File: src/rtl/traffic_stat_mem_pkg.sv
// ---------------------------------------------------------------------------
// traffic_pkg
// Shared types and helpers for the hourly traffic statistics memory.
//   dump_state_t  : table-dump FSM states
//   SLOTS_PER_DAY : default depth of the hourly table
//   sat_add       : unsigned add clamped to an arbitrary width (<= 32 bits)
// ---------------------------------------------------------------------------
package traffic_pkg;

    localparam int SLOTS_PER_DAY = 24;

    typedef enum logic [1:0] {
        IDLE,
        LOAD,
        PRESENT,
        DONE
    } dump_state_t;

    // Operands are zero-extended to 32 bits by the caller; the result is
    // clamped to 2**width-1 and the caller narrows it back to width bits.
    function automatic logic [31:0] sat_add(input logic [31:0] a,
                                            input logic [31:0] b,
                                            input int unsigned width);
        logic [32:0] s;
        logic [32:0] mx;
        s  = {1'b0, a} + {1'b0, b};
        mx = (33'd1 << width) - 33'd1;
        if (s > mx) begin
            return mx[31:0];
        end
        return s[31:0];
    endfunction

endpackage

File: src/rtl/traffic_stat_mem_if.sv
// ---------------------------------------------------------------------------
// traffic_stat_mem_if
// Table-dump request and entry stream between the statistics memory
// (master) and the rank calculator (slave).
//   DUMP_REQ  : request a full-table stream
//   DUMP_BUSY : dump in progress
//   RD_VALID / RD_READY : entry handshake
//   RD_SLOT / RD_DATA   : slot index and value of the presented entry
//   DUMP_DONE : one-cycle pulse after the last entry is accepted
// ---------------------------------------------------------------------------
interface traffic_stat_mem_if #(
    parameter int HOUR_W = 5,
    parameter int ACC_W  = 15
);
    logic              DUMP_REQ;
    logic              DUMP_BUSY;
    logic              RD_VALID;
    logic              RD_READY;
    logic [HOUR_W-1:0] RD_SLOT;
    logic [ACC_W-1:0]  RD_DATA;
    logic              DUMP_DONE;

    modport master (
        input  DUMP_REQ,
        input  RD_READY,
        output DUMP_BUSY,
        output RD_VALID,
        output RD_SLOT,
        output RD_DATA,
        output DUMP_DONE
    );

    modport slave (
        output DUMP_REQ,
        output RD_READY,
        input  DUMP_BUSY,
        input  RD_VALID,
        input  RD_SLOT,
        input  RD_DATA,
        input  DUMP_DONE
    );
endinterface

File: src/rtl/traffic_stat_mem_sum_sat.sv
// ---------------------------------------------------------------------------
// traffic_sum_sat
// Combinational per-sample channel adder and saturating accumulate.
//   sample_cnt : NUM_CH packed CNT_W amounts, channel 0 in the LSBs
//   accum      : current accumulator value
//   accum_next : sat(accum + sum of channels)
//   seed       : sat(sum of channels), used to start a fresh hour
// ---------------------------------------------------------------------------
module traffic_sum_sat
    import traffic_pkg::*;
#(
    parameter int NUM_CH = 2,
    parameter int CNT_W  = 3,
    parameter int ACC_W  = 15
) (
    input  logic [NUM_CH*CNT_W-1:0] sample_cnt,
    input  logic [ACC_W-1:0]        accum,
    output logic [ACC_W-1:0]        accum_next,
    output logic [ACC_W-1:0]        seed
);

    localparam int SUM_W = CNT_W + $clog2(NUM_CH);

    logic [SUM_W-1:0] sum;

    always_comb begin
        sum = '0;
        for (int ch = 0; ch < NUM_CH; ch++) begin
            sum = sum + SUM_W'(sample_cnt[ch*CNT_W +: CNT_W]);
        end
    end

    assign accum_next = ACC_W'(sat_add(32'(accum), 32'(sum), ACC_W));
    assign seed       = ACC_W'(sat_add(32'd0, 32'(sum), ACC_W));

endmodule

File: src/rtl/traffic_stat_mem.sv
// ---------------------------------------------------------------------------
// traffic_stat_mem
// Accumulates per-sample car counts of NUM_CH channels into a live hourly
// accumulator, commits it into a SLOTS-deep table on every hour change and
// streams the whole table out on request, one entry per two cycles.
//   CLK, RESET   : clock, synchronous active-high reset
//   HOUR         : current hour from the clock block
//   SAMPLE_VALID / SAMPLE_CNT : traffic sample input
//   LIVE_ACCUM   : current-hour accumulator
//   dump         : request / entry stream (traffic_stat_mem_if.master)
//   PEAK_SLOT / PEAK_DATA : largest committed value and its slot
// Build option: define PEAK_TRACK_EN to build the peak tracker; otherwise
// the peak outputs are tied to 0.
// ---------------------------------------------------------------------------
module traffic_stat_mem
    import traffic_pkg::*;
#(
    parameter int NUM_CH = 2,
    parameter int CNT_W  = 3,
    parameter int ACC_W  = 15,
    parameter int SLOTS  = SLOTS_PER_DAY,
    parameter int HOUR_W = 5
) (
    input  logic                    CLK,
    input  logic                    RESET,
    input  logic [HOUR_W-1:0]       HOUR,
    input  logic                    SAMPLE_VALID,
    input  logic [NUM_CH*CNT_W-1:0] SAMPLE_CNT,
    output logic [ACC_W-1:0]        LIVE_ACCUM,
    traffic_stat_mem_if.master      dump,
    output logic [HOUR_W-1:0]       PEAK_SLOT,
    output logic [ACC_W-1:0]        PEAK_DATA
);

    localparam logic [HOUR_W-1:0] LAST_IDX = HOUR_W'(SLOTS - 1);

    logic [ACC_W-1:0]  accum;
    logic [ACC_W-1:0]  accum_next;
    logic [ACC_W-1:0]  seed;
    logic [HOUR_W-1:0] hour_q;
    logic [ACC_W-1:0]  tbl [SLOTS];
    logic              hour_chg;
    logic              commit_en;

    dump_state_t       state_q;
    dump_state_t       state_d;
    logic [HOUR_W-1:0] idx_q;
    logic              rd_valid_q;
    logic [HOUR_W-1:0] rd_slot_q;
    logic [ACC_W-1:0]  rd_data_q;
    logic [ACC_W-1:0]  load_val;

    traffic_sum_sat #(
        .NUM_CH (NUM_CH),
        .CNT_W  (CNT_W),
        .ACC_W  (ACC_W)
    ) u_sum (
        .sample_cnt (SAMPLE_CNT),
        .accum      (accum),
        .accum_next (accum_next),
        .seed       (seed)
    );

    // Hours outside the table still restart the accumulator but never write.
    assign hour_chg  = (HOUR != hour_q);
    assign commit_en = hour_chg && (32'(hour_q) < 32'(SLOTS));

    always_ff @(posedge CLK) begin
        if (RESET) begin
            accum  <= '0;
            hour_q <= HOUR;
        end else if (hour_chg) begin
            accum  <= SAMPLE_VALID ? seed : '0;
            hour_q <= HOUR;
        end else if (SAMPLE_VALID) begin
            accum  <= accum_next;
        end
    end

    always_ff @(posedge CLK) begin
        if (RESET) begin
            for (int i = 0; i < SLOTS; i++) begin
                tbl[i] <= '0;
            end
        end else if (commit_en) begin
            tbl[hour_q] <= accum;
        end
    end

    assign LIVE_ACCUM = accum;

    // A commit landing on the slot being loaded is forwarded so the stream
    // never shows the stale pre-commit value.
    assign load_val = (commit_en && (hour_q == idx_q)) ? accum : tbl[idx_q];

    always_ff @(posedge CLK) begin
        if (RESET) begin
            state_q <= IDLE;
        end else begin
            state_q <= state_d;
        end
    end

    always_comb begin
        state_d = state_q;
        case (state_q)
            IDLE:    if (dump.DUMP_REQ) state_d = LOAD;
            LOAD:    state_d = PRESENT;
            PRESENT: begin
                if (rd_valid_q && dump.RD_READY) begin
                    state_d = (idx_q == LAST_IDX) ? DONE : LOAD;
                end
            end
            DONE:    state_d = IDLE;
            default: state_d = IDLE;
        endcase
    end

    // Presented entry registers only change in LOAD, so they hold under
    // backpressure regardless of table writes.
    always_ff @(posedge CLK) begin
        if (RESET) begin
            idx_q      <= '0;
            rd_valid_q <= 1'b0;
            rd_slot_q  <= '0;
            rd_data_q  <= '0;
        end else begin
            case (state_q)
                IDLE: begin
                    if (dump.DUMP_REQ) idx_q <= '0;
                end
                LOAD: begin
                    rd_slot_q  <= idx_q;
                    rd_data_q  <= load_val;
                    rd_valid_q <= 1'b1;
                end
                PRESENT: begin
                    if (rd_valid_q && dump.RD_READY) begin
                        rd_valid_q <= 1'b0;
                        if (idx_q != LAST_IDX) idx_q <= idx_q + 1'b1;
                    end
                end
                default: ;
            endcase
        end
    end

    assign dump.RD_VALID  = rd_valid_q;
    assign dump.RD_SLOT   = rd_slot_q;
    assign dump.RD_DATA   = rd_data_q;
    assign dump.DUMP_BUSY = (state_q != IDLE);
    assign dump.DUMP_DONE = (state_q == DONE);

`ifdef PEAK_TRACK_EN
    logic [HOUR_W-1:0] peak_slot_q;
    logic [ACC_W-1:0]  peak_data_q;

    // Strict compare keeps the earliest slot on ties.
    always_ff @(posedge CLK) begin
        if (RESET) begin
            peak_slot_q <= '0;
            peak_data_q <= '0;
        end else if (commit_en && (accum > peak_data_q)) begin
            peak_slot_q <= hour_q;
            peak_data_q <= accum;
        end
    end

    assign PEAK_SLOT = peak_slot_q;
    assign PEAK_DATA = peak_data_q;
`else
    assign PEAK_SLOT = '0;
    assign PEAK_DATA = '0;
`endif

endmodule

File: src/flat_wrapper.sv
// flat-port wrapper written by rule: the top's interface ports become plain ports
module traffic_stat_mem_flat import traffic_pkg::*;
#(
    parameter int NUM_CH = 2,
    parameter int CNT_W  = 3,
    parameter int ACC_W  = 15,
    parameter int SLOTS  = SLOTS_PER_DAY,
    parameter int HOUR_W = 5
)
  (CLK, RESET, HOUR, SAMPLE_VALID, SAMPLE_CNT, LIVE_ACCUM, PEAK_SLOT, PEAK_DATA, dump_DUMP_REQ, dump_RD_READY, dump_DUMP_BUSY, dump_RD_VALID, dump_RD_SLOT, dump_RD_DATA, dump_DUMP_DONE);
  traffic_stat_mem_if #(.HOUR_W(HOUR_W), .ACC_W(ACC_W)) dump_i ();
  input  logic CLK;
  input  logic RESET;
  input  logic [HOUR_W-1:0] HOUR;
  input  logic SAMPLE_VALID;
  input  logic [NUM_CH*CNT_W-1:0] SAMPLE_CNT;
  output logic [ACC_W-1:0] LIVE_ACCUM;
  output logic [HOUR_W-1:0] PEAK_SLOT;
  output logic [ACC_W-1:0] PEAK_DATA;
  input wire logic [$bits(dump_i.DUMP_REQ)-1:0] dump_DUMP_REQ;
  input wire logic [$bits(dump_i.RD_READY)-1:0] dump_RD_READY;
  output wire logic [$bits(dump_i.DUMP_BUSY)-1:0] dump_DUMP_BUSY;
  output wire logic [$bits(dump_i.RD_VALID)-1:0] dump_RD_VALID;
  output wire logic [$bits(dump_i.RD_SLOT)-1:0] dump_RD_SLOT;
  output wire logic [$bits(dump_i.RD_DATA)-1:0] dump_RD_DATA;
  output wire logic [$bits(dump_i.DUMP_DONE)-1:0] dump_DUMP_DONE;
  assign dump_i.DUMP_REQ = dump_DUMP_REQ;
  assign dump_i.RD_READY = dump_RD_READY;
  assign dump_DUMP_BUSY = dump_i.DUMP_BUSY;
  assign dump_RD_VALID = dump_i.RD_VALID;
  assign dump_RD_SLOT = dump_i.RD_SLOT;
  assign dump_RD_DATA = dump_i.RD_DATA;
  assign dump_DUMP_DONE = dump_i.DUMP_DONE;
  traffic_stat_mem #(.NUM_CH(NUM_CH), .CNT_W(CNT_W), .ACC_W(ACC_W), .SLOTS(SLOTS), .HOUR_W(HOUR_W)) u_core (.CLK(CLK), .RESET(RESET), .HOUR(HOUR), .SAMPLE_VALID(SAMPLE_VALID), .SAMPLE_CNT(SAMPLE_CNT), .LIVE_ACCUM(LIVE_ACCUM), .dump(dump_i), .PEAK_SLOT(PEAK_SLOT), .PEAK_DATA(PEAK_DATA));
endmodule
File: config.mk
export PLATFORM = sky130hd
export DESIGN_NAME = traffic_stat_mem_flat
export DESIGN_NICKNAME = d
export VERILOG_FILES = /design/src/rtl/traffic_stat_mem_pkg.sv /design/src/rtl/traffic_stat_mem_if.sv /design/src/rtl/traffic_stat_mem_sum_sat.sv /design/src/rtl/traffic_stat_mem.sv /design/src/flat_wrapper.sv
export SDC_FILE = /design/constraint.sdc
export NUM_CORES = 1
export LEC_CHECK = 0
export BUFFER_PORTS_ARGS = -buffer_cell sky130_fd_sc_hd__buf_2
export CAP_MARGIN = 20
export CORE_ASPECT_RATIO = 0.8
export CORE_MARGIN = 1
export CORE_UTILIZATION = 45
export CTS_CLUSTER_SIZE = 28
export DETAILED_ROUTE_END_ITERATION = 10
export HOLD_SLACK_MARGIN = 0.08
export PLACE_DENSITY = 0.66
export SYNTH_ARGS = -nofsm -noshare
export SYNTH_HDL_FRONTEND = slang
export SYNTH_SLANG_ARGS = --single-unit
File: constraint.sdc
create_clock -name CLK -period 3 [get_ports CLK]
set_input_delay 0.3 -clock CLK [delete_from_list [all_inputs] [get_ports CLK]]
set_output_delay 0.3 -clock CLK [all_outputs]
set_load 0.02 [all_outputs]
# Word-level counts from Yosys, hierarchy flattened
# Memories as Yosys holds them, arrays and structs flattened. A register that Yosys moved wholly into a read port is not among the register bits.
# Cells that the tools add are included.
[totals] reg_bits=33 mem_bits_rw=360 in_bits=16 output_inout_bits=58 word_cells=63 mem_count=1
[mem_list] name="u_core.tbl" depth=24 width=15 read_ports=1 rd_ports_with_merged_regs=1 wr=24 line="traffic_stat_mem.sv:41" text="logic [ACC_W-1:0] tbl [SLOTS];"
[classes] add_sub_neg=3 order_cmp=3 eq_ne=9 mux=29 n_reduce_logical=12
[op_table] op="15-bit two-way mux" count=8
[op_table] op="5-bit two-way mux" count=6
[op_table] op="15-bit by 4-bit adder with 16-bit output" count=1
[op_table] op="16-bit by 15-bit > comparator with 1-bit output (second input constant)" count=1
[op_table] op="4-bit by 15-bit > comparator with 1-bit output (second input constant)" count=1
[op_table] op="15-bit OR reduction" count=1
[op_table] op="5-bit one-hot mux with 2 select lines" count=1
[op_table] op="2-bit nonzero test" count=5
[op_table] op="1-bit two-way mux" count=9
[op_table] op="2-bit one-hot mux with 4 select lines" count=1
[op_table] op="2-bit two-way mux" count=3
[op_table] op="5-bit by 1-bit adder with 5-bit output (second input constant)" count=1
[op_table] op="5-bit equality test (second input constant)" count=1
[op_table] op="5-bit < comparator (second input constant)" count=1
[op_table] op="5-bit != test" count=1
[op_table] op="5-bit != test (second input constant)" count=1
[op_table] op="3-bit by 3-bit adder with 4-bit output" count=1
[op_table] op="2-bit equality test (second input constant)" count=2
[op_table] op="2-bit by 1-bit != test with 1-bit output (second input constant)" count=2
[op_table] op="2-bit AND reduction" count=2
[op_table] op="4-bit AND reduction" count=1
[op_table] op="2-bit by 1-bit equality test with 1-bit output (second input constant)" count=1
[op_table] op="1-bit logical AND" count=2
[op_table] op="2-bit logical NOT" count=1
[op_table] op="other kinds (2)" count=2

# Depth between registers and ports, before layout
[depth] ltp_word=7 ltp_mapped=10 depth_no_buf=10

# By module
# Synthesis repeated with hierarchy kept, for this count alone.
[hier_totals] cells_unflattened=1601 hier_area_um2=24135.6
[modules_own_cells] mod="traffic_stat_mem" instances=1 cells_each=1515 area_per_inst_um2=23518.8 seq_area_each_um2=15424.8
[modules_own_cells] mod="traffic_sum_sat" instances=1 cells_each=86 area_per_inst_um2=616.8 seq_area_each_um2=0.0

# Least setup slack after synthesis
# No wires, ideal clock.
[synth_path] path_kind="in2reg" start="input port SAMPLE_CNT[0]" end="register u_core.accum[8] (netlist: u_core.LIVE_ACCUM[8])" setup_time_ns=0.119 arrival_time_ns=2.565 required_ns=2.881 slack_ns=0.316 stages=10 n_path_buf=1 cell_sequence="ha_1 fa_1 ha_1 a21o_1 a21o_1 a21oi_1 or2_1 clkbuf_1 a21boi_0 o221a_2"
[synth_between] elab_chain_len=7 elab_cells_between_ends=11 classes_between="2 x add/sub; 2 x order compare; 7 x mux"
[synth_rtl] item="start, declared" line="flat_wrapper.sv:16" text="input logic [NUM_CH*CNT_W-1:0] SAMPLE_CNT;"
[synth_rtl] item="3-bit by 3-bit adder with 4-bit output (*)" line="traffic_stat_mem_sum_sat.sv:29" text="sum = sum + SUM_W'(sample_cnt[ch*CNT_W +: CNT_W]);"
[synth_rtl] item="15-bit by 4-bit adder with 16-bit output" line="traffic_stat_mem_pkg.sv:26" text="s = {1'b0, a} + {1'b0, b};"
[synth_rtl] item="16-bit by 15-bit > comparator with 1-bit output" line="traffic_stat_mem_pkg.sv:28" text="if (s > mx) begin"
[synth_rtl] item="1-bit two-way mux" line="traffic_stat_mem_pkg.sv:28"
[synth_rtl] item="15-bit two-way mux" line="traffic_stat_mem_pkg.sv:31" text="return s[31:0];"
[synth_rtl] item="15-bit two-way mux" line="traffic_stat_mem.sv:75" text="end else if (SAMPLE_VALID) begin"
[synth_rtl] item="15-bit two-way mux (*)" line="traffic_stat_mem.sv:72" text="end else if (hour_chg) begin"
[synth_rtl] item="end signal, assigned" line="traffic_stat_mem.sv:73" text="accum <= SAMPLE_VALID ? seed : '0;"
[synth_rtl] item="end signal, assigned" line="traffic_stat_mem.sv:76" text="accum <= accum_next;"
[synth_rtl] item="end, declared" line="traffic_stat_mem.sv:37" text="logic [ACC_W-1:0] accum;"
# Mark *: on every way between the ends. The rest lies on a longest branch, timed or not. The select of a mux whose other input is x is not followed.
# A chain may end at the register's enable or synchronous reset.

==> qor.log <==
INFO  setup_path     critical_path_required=3280ps
INFO  layout         finish.utilization=52.0%
INFO  layout         layout-drive-gt1-share=19.2%
INFO  synth          ys_seq_elements=528
INFO  layout         nFillCells=4310
INFO  power          p_leak=10.4nW
INFO  setup_path     timing.critical_path.from_type=flip-flop
INFO  cts            cts_max_path_buffers=3
INFO  setup_path     critical_path_class=reg2reg
INFO  synth          postSynth.asyncResetShare=0%
INFO  cts            post_cts.resized_instances=0
INFO  placement      dp_hpwl=37600µm
INFO  layout         area_growth=14.2%
INFO  sta            final-max-slew-violation-count=0
INFO  synth          netlist_instances=1601
INFO  floorplanning  die_height=208µm
INFO  sta            final.setup.tns=0ps
INFO  route          avgViaCountPerCell=5.67
INFO  sta            timing_worst_slew_pin_value=924ps
INFO  layout         multi_input_comb_area=8130µm²
INFO  global_routing first_global_vias=14200
INFO  synth          netlist_area=23800µm²
INFO  job            drv.max_cap_violation_count=0
INFO  synth          synth.yosys.seq_area_share=64.7%
INFO  sta            grt_setup_unrepaired=false
INFO  floorplanning  fp.coreArea=52400µm²
INFO  global_routing global_route_wire_length_before_repair=88200µm
INFO  sta            postLayoutSetupSlackWorst=369ps
INFO  placement      place_ws=95.1ps
INFO  status         run_status=complete, no violations
INFO  sta            fmax=380MHz
INFO  hold_path      min_delay_worst_endpoint=u_core.LIVE_ACCUM[0]$_SDFFE_PP0P_
INFO  layout         layout.cells.most_common_list=485 x edfxtp_1, 227 x and2_1, 140 x conb_1
INFO  floorplanning  floorplan.io_pins=74
INFO  floorplanning  design.die.area=53900µm²
INFO  sta            final_min_period=2630ps
INFO  floorplanning  floorplan.rows=75
INFO  synth          avgSynthCellArea=14.9µm²
INFO  route          routed_wl=58900µm
INFO  layout         layout_commonest_cell=edfxtp_1
INFO  setup_path     reg2reg_setup_slack=370ps
INFO  power          p_total=0.0155W
INFO  global_routing overflow=0
INFO  power          maximum_vdd_drop=495µV
INFO  setup_path     path_buf_inv=2
INFO  setup_path     slowest_delay=530ps
INFO  setup_path     arrival_time_worst_endpoint=2910ps
INFO  cts            cts_tree=built
INFO  hold_path      timing.hold.worst.class=in2reg
INFO  cts            clock_tree.root_cell=clkbuf_16
INFO  floorplanning  fp.dieW=259µm
INFO  synth          synth-main-ff-cell=edfxtp_1
INFO  cts            numCtsBuffers=49
INFO  placement      placed_area=25500µm²
INFO  route          drc=0
INFO  placement      last_weighted_congestion_value_of_the_routability_driven_placer=0.879
INFO  global_routing grt_antenna_before_repair=2
INFO  synth          synth-edff-count=485
INFO  setup_path     critical_path_slowest_stage_cell=edfxtp_1
INFO  floorplanning  initial_cell_density_of_the_core=45.5%
INFO  sta            clock-skew-final=24.2ps
INFO  setup_path     r2r_depth=7
INFO  sta            final_min_period_over_clock_period=87.7%
INFO  global_routing grt_max_degree=71
INFO  placement      port-buffer-count=53
INFO  sta            hold_viol_final=0
INFO  synth          ys_types=61
INFO  sta            number_of_failing_setup_endpoints_in_the_final_timing_report=0
INFO  setup_path     rr_endpoint=u_core.tbl[9][10]$_SDFFCE_PN0P_
INFO  hold_path      hold_path_startpoint=SAMPLE_VALID
INFO  setup_path     critical_path.top_delay_family=buffers and inverters
INFO  layout         final_nets=1799
INFO  cts            clk_pin_slew=70ps
INFO  route          detailroute.via_count=14200
INFO  setup_path     cp-end-kind=flip-flop
INFO  route          wl_per_cell=23.5µm
INFO  cts            h_tree_level_count=2
INFO  route          detailedRoute.firstPassIterationCount=5
INFO  hold_path      min_path_cells=3
INFO  layout         layout.area.seq=15400µm²
INFO  layout         fin_area=27200µm²
INFO  setup_path     cp_max_fo=30
INFO  cts            insertion_delay=580ps
INFO  global_routing grtUsageTotal=22.1%
INFO  route          postRouteAntennaNets=0
INFO  synth          yosysWarningCount=0
INFO  cts            tritoncts_num_sinks=528
INFO  setup_path     worst_r2r_startpoint=u_core.hour_q[4]$_DFFE_PP_
INFO  setup_path     timing.critical_path.cells=xnor2_1, nand3_1, nor2_2, nor3b_4, buf_4, a21o_1, buf_12
INFO  power          p_per_area=568nW/µm²
INFO  route          drt_iter0_markers=1431
INFO  sta            relSlewSlack=38.3%
==> metal layers <==
metal / routed length [µm] / vias up / global-route usage, %
li1: - / 6292 / -
met2: 26300 / 563 / 32.7
met4: 1430 / 0 / 6.15
met1: 26100 / 7266 / 32.6
met5: 0 / - / 0
met3: 5160 / 93 / 4.99
==> worst reg2reg max path, stage by stage (launching register included) <==
cell and delay (ps):
edfxtp_1 530, xnor2_1 180, nand3_1 160, nor2_2 100, nor3b_4 280, buf_4 380
a21o_1 500, buf_12 200
==> flip-flops by register name (all words and copies together), names as in the netlist <==
register,cells
u_core.dump.RD_DATA,15
u_core.state_q,2
u_core.dump.RD_SLOT,5
u_core.tbl,480
u_core.hour_q,5
u_core.LIVE_ACCUM,15
u_core.idx_q,5
u_core.dump.RD_VALID,1
==> report_power, final <==
part           switching, W  internal (W)  leakage [nW]
sequential        0.0000941       0.00827          5.44
combinational      0.000565      0.000279          4.14
clock               0.00271       0.00354         0.783
==> cell families (layout without fill, tap and decap cells) <==
kind of cell             after synthesis  in the layout  synth area share [%]
AO/OA/AOI/OAI                        165            165                  4.75
XOR/XNOR                              15             15                 0.551
adder cells (fa/ha/maj)               10             10                 0.588
buffers and inverters                176            249                  3.50
flip-flops                           528            528                  64.7
multiplexers                         174            174                  12.5
other                                  1            142                0.0157
AND/OR/NAND/NOR                      532            532                  13.4
==> cells in the mapped netlist, types with 4 or more instances <==
cell type | instances | area (µm²)
edfxtp_1 | 485 | 14600
and2_1 | 227 | 1420
and3_1 | 139 | 870
clkbuf_1 | 110 | 413
mux4_2 | 98 | 2210
mux2i_1 | 74 | 741
nor2_1 | 48 | 180
dfxtp_1 | 43 | 861
a21oi_1 | 33 | 165
a221oi_1 | 32 | 280
buf_4 | 28 | 210
buf_2 | 24 | 120
o21ai_0 | 24 | 120
nand2_1 | 23 | 86.3
a21o_1 | 16 | 120
a22oi_1 | 15 | 113
nand2b_1 | 15 | 93.8
nor2b_1 | 15 | 93.8
or2_2 | 15 | 93.8
nor3_1 | 13 | 65.1
o21ai_1 | 10 | 50.1
xnor2_1 | 10 | 87.6
nand3_1 | 9 | 45.0
ha_1 | 8 | 100
o211ai_1 | 6 | 45.0
a31oi_1 | 5 | 31.3
buf_6 | 5 | 56.3
nor4_1 | 5 | 31.3
xor2_1 | 5 | 43.8
and4_1 | 4 | 35.0
buf_1 | 4 | 15.0
inv_1 | 4 | 15.0
==> what timing repair did <==
| item | CTS | global route |
|---|---|---|
| hold buffers | 7 | 0 |
| hold endpoints to repair | 9 | 0 |
| buffers inserted | 0 | 0 |
==> stage by stage <==
step | hold slack (ps) | cells
5_1_grt | 151 | 2506
4_1_cts | 126 | 2506
6_report | 146 | 2508
3_5_place_dp | 447 | 2408
3_3_place_gp | 442 | 2408
2_1_floorplan | 396 | 1740
==> how the worst max path moves through the flow <==
stage                                                    end  slack, ps                       start  cells after the start
after CTS                    u_core.tbl[9][10]$_SDFFCE_PN0P_        410  u_core.hour_q[4]$_DFFE_PP_                      7
after global placement    u_core.LIVE_ACCUM[14]$_SDFFE_PP0P_        160               SAMPLE_CNT[0]                     10
final                        u_core.tbl[9][10]$_SDFFCE_PN0P_        370  u_core.hour_q[4]$_DFFE_PP_                      7
after global routing         u_core.tbl[9][10]$_SDFFCE_PN0P_        260  u_core.hour_q[4]$_DFFE_PP_                      7
after floorplan            u_core.LIVE_ACCUM[8]$_SDFFE_PP0P_        320               SAMPLE_CNT[0]                     10
after detailed placement  u_core.LIVE_ACCUM[14]$_SDFFE_PP0P_        100               SAMPLE_CNT[0]                     10
==> layout make-up <==
type	instances	share of cell area [%]
repair buffers	153	4.30
diodes	2	0.0184
multi-input cells	1036	29.9
inverters	5	0.0690
clock buffers	64	5.02
flip-flops and latches	528	56.7
well taps	693	3.19
clock inverters	27	0.832
No activity file was read; power rests on OpenSTA's default activity.
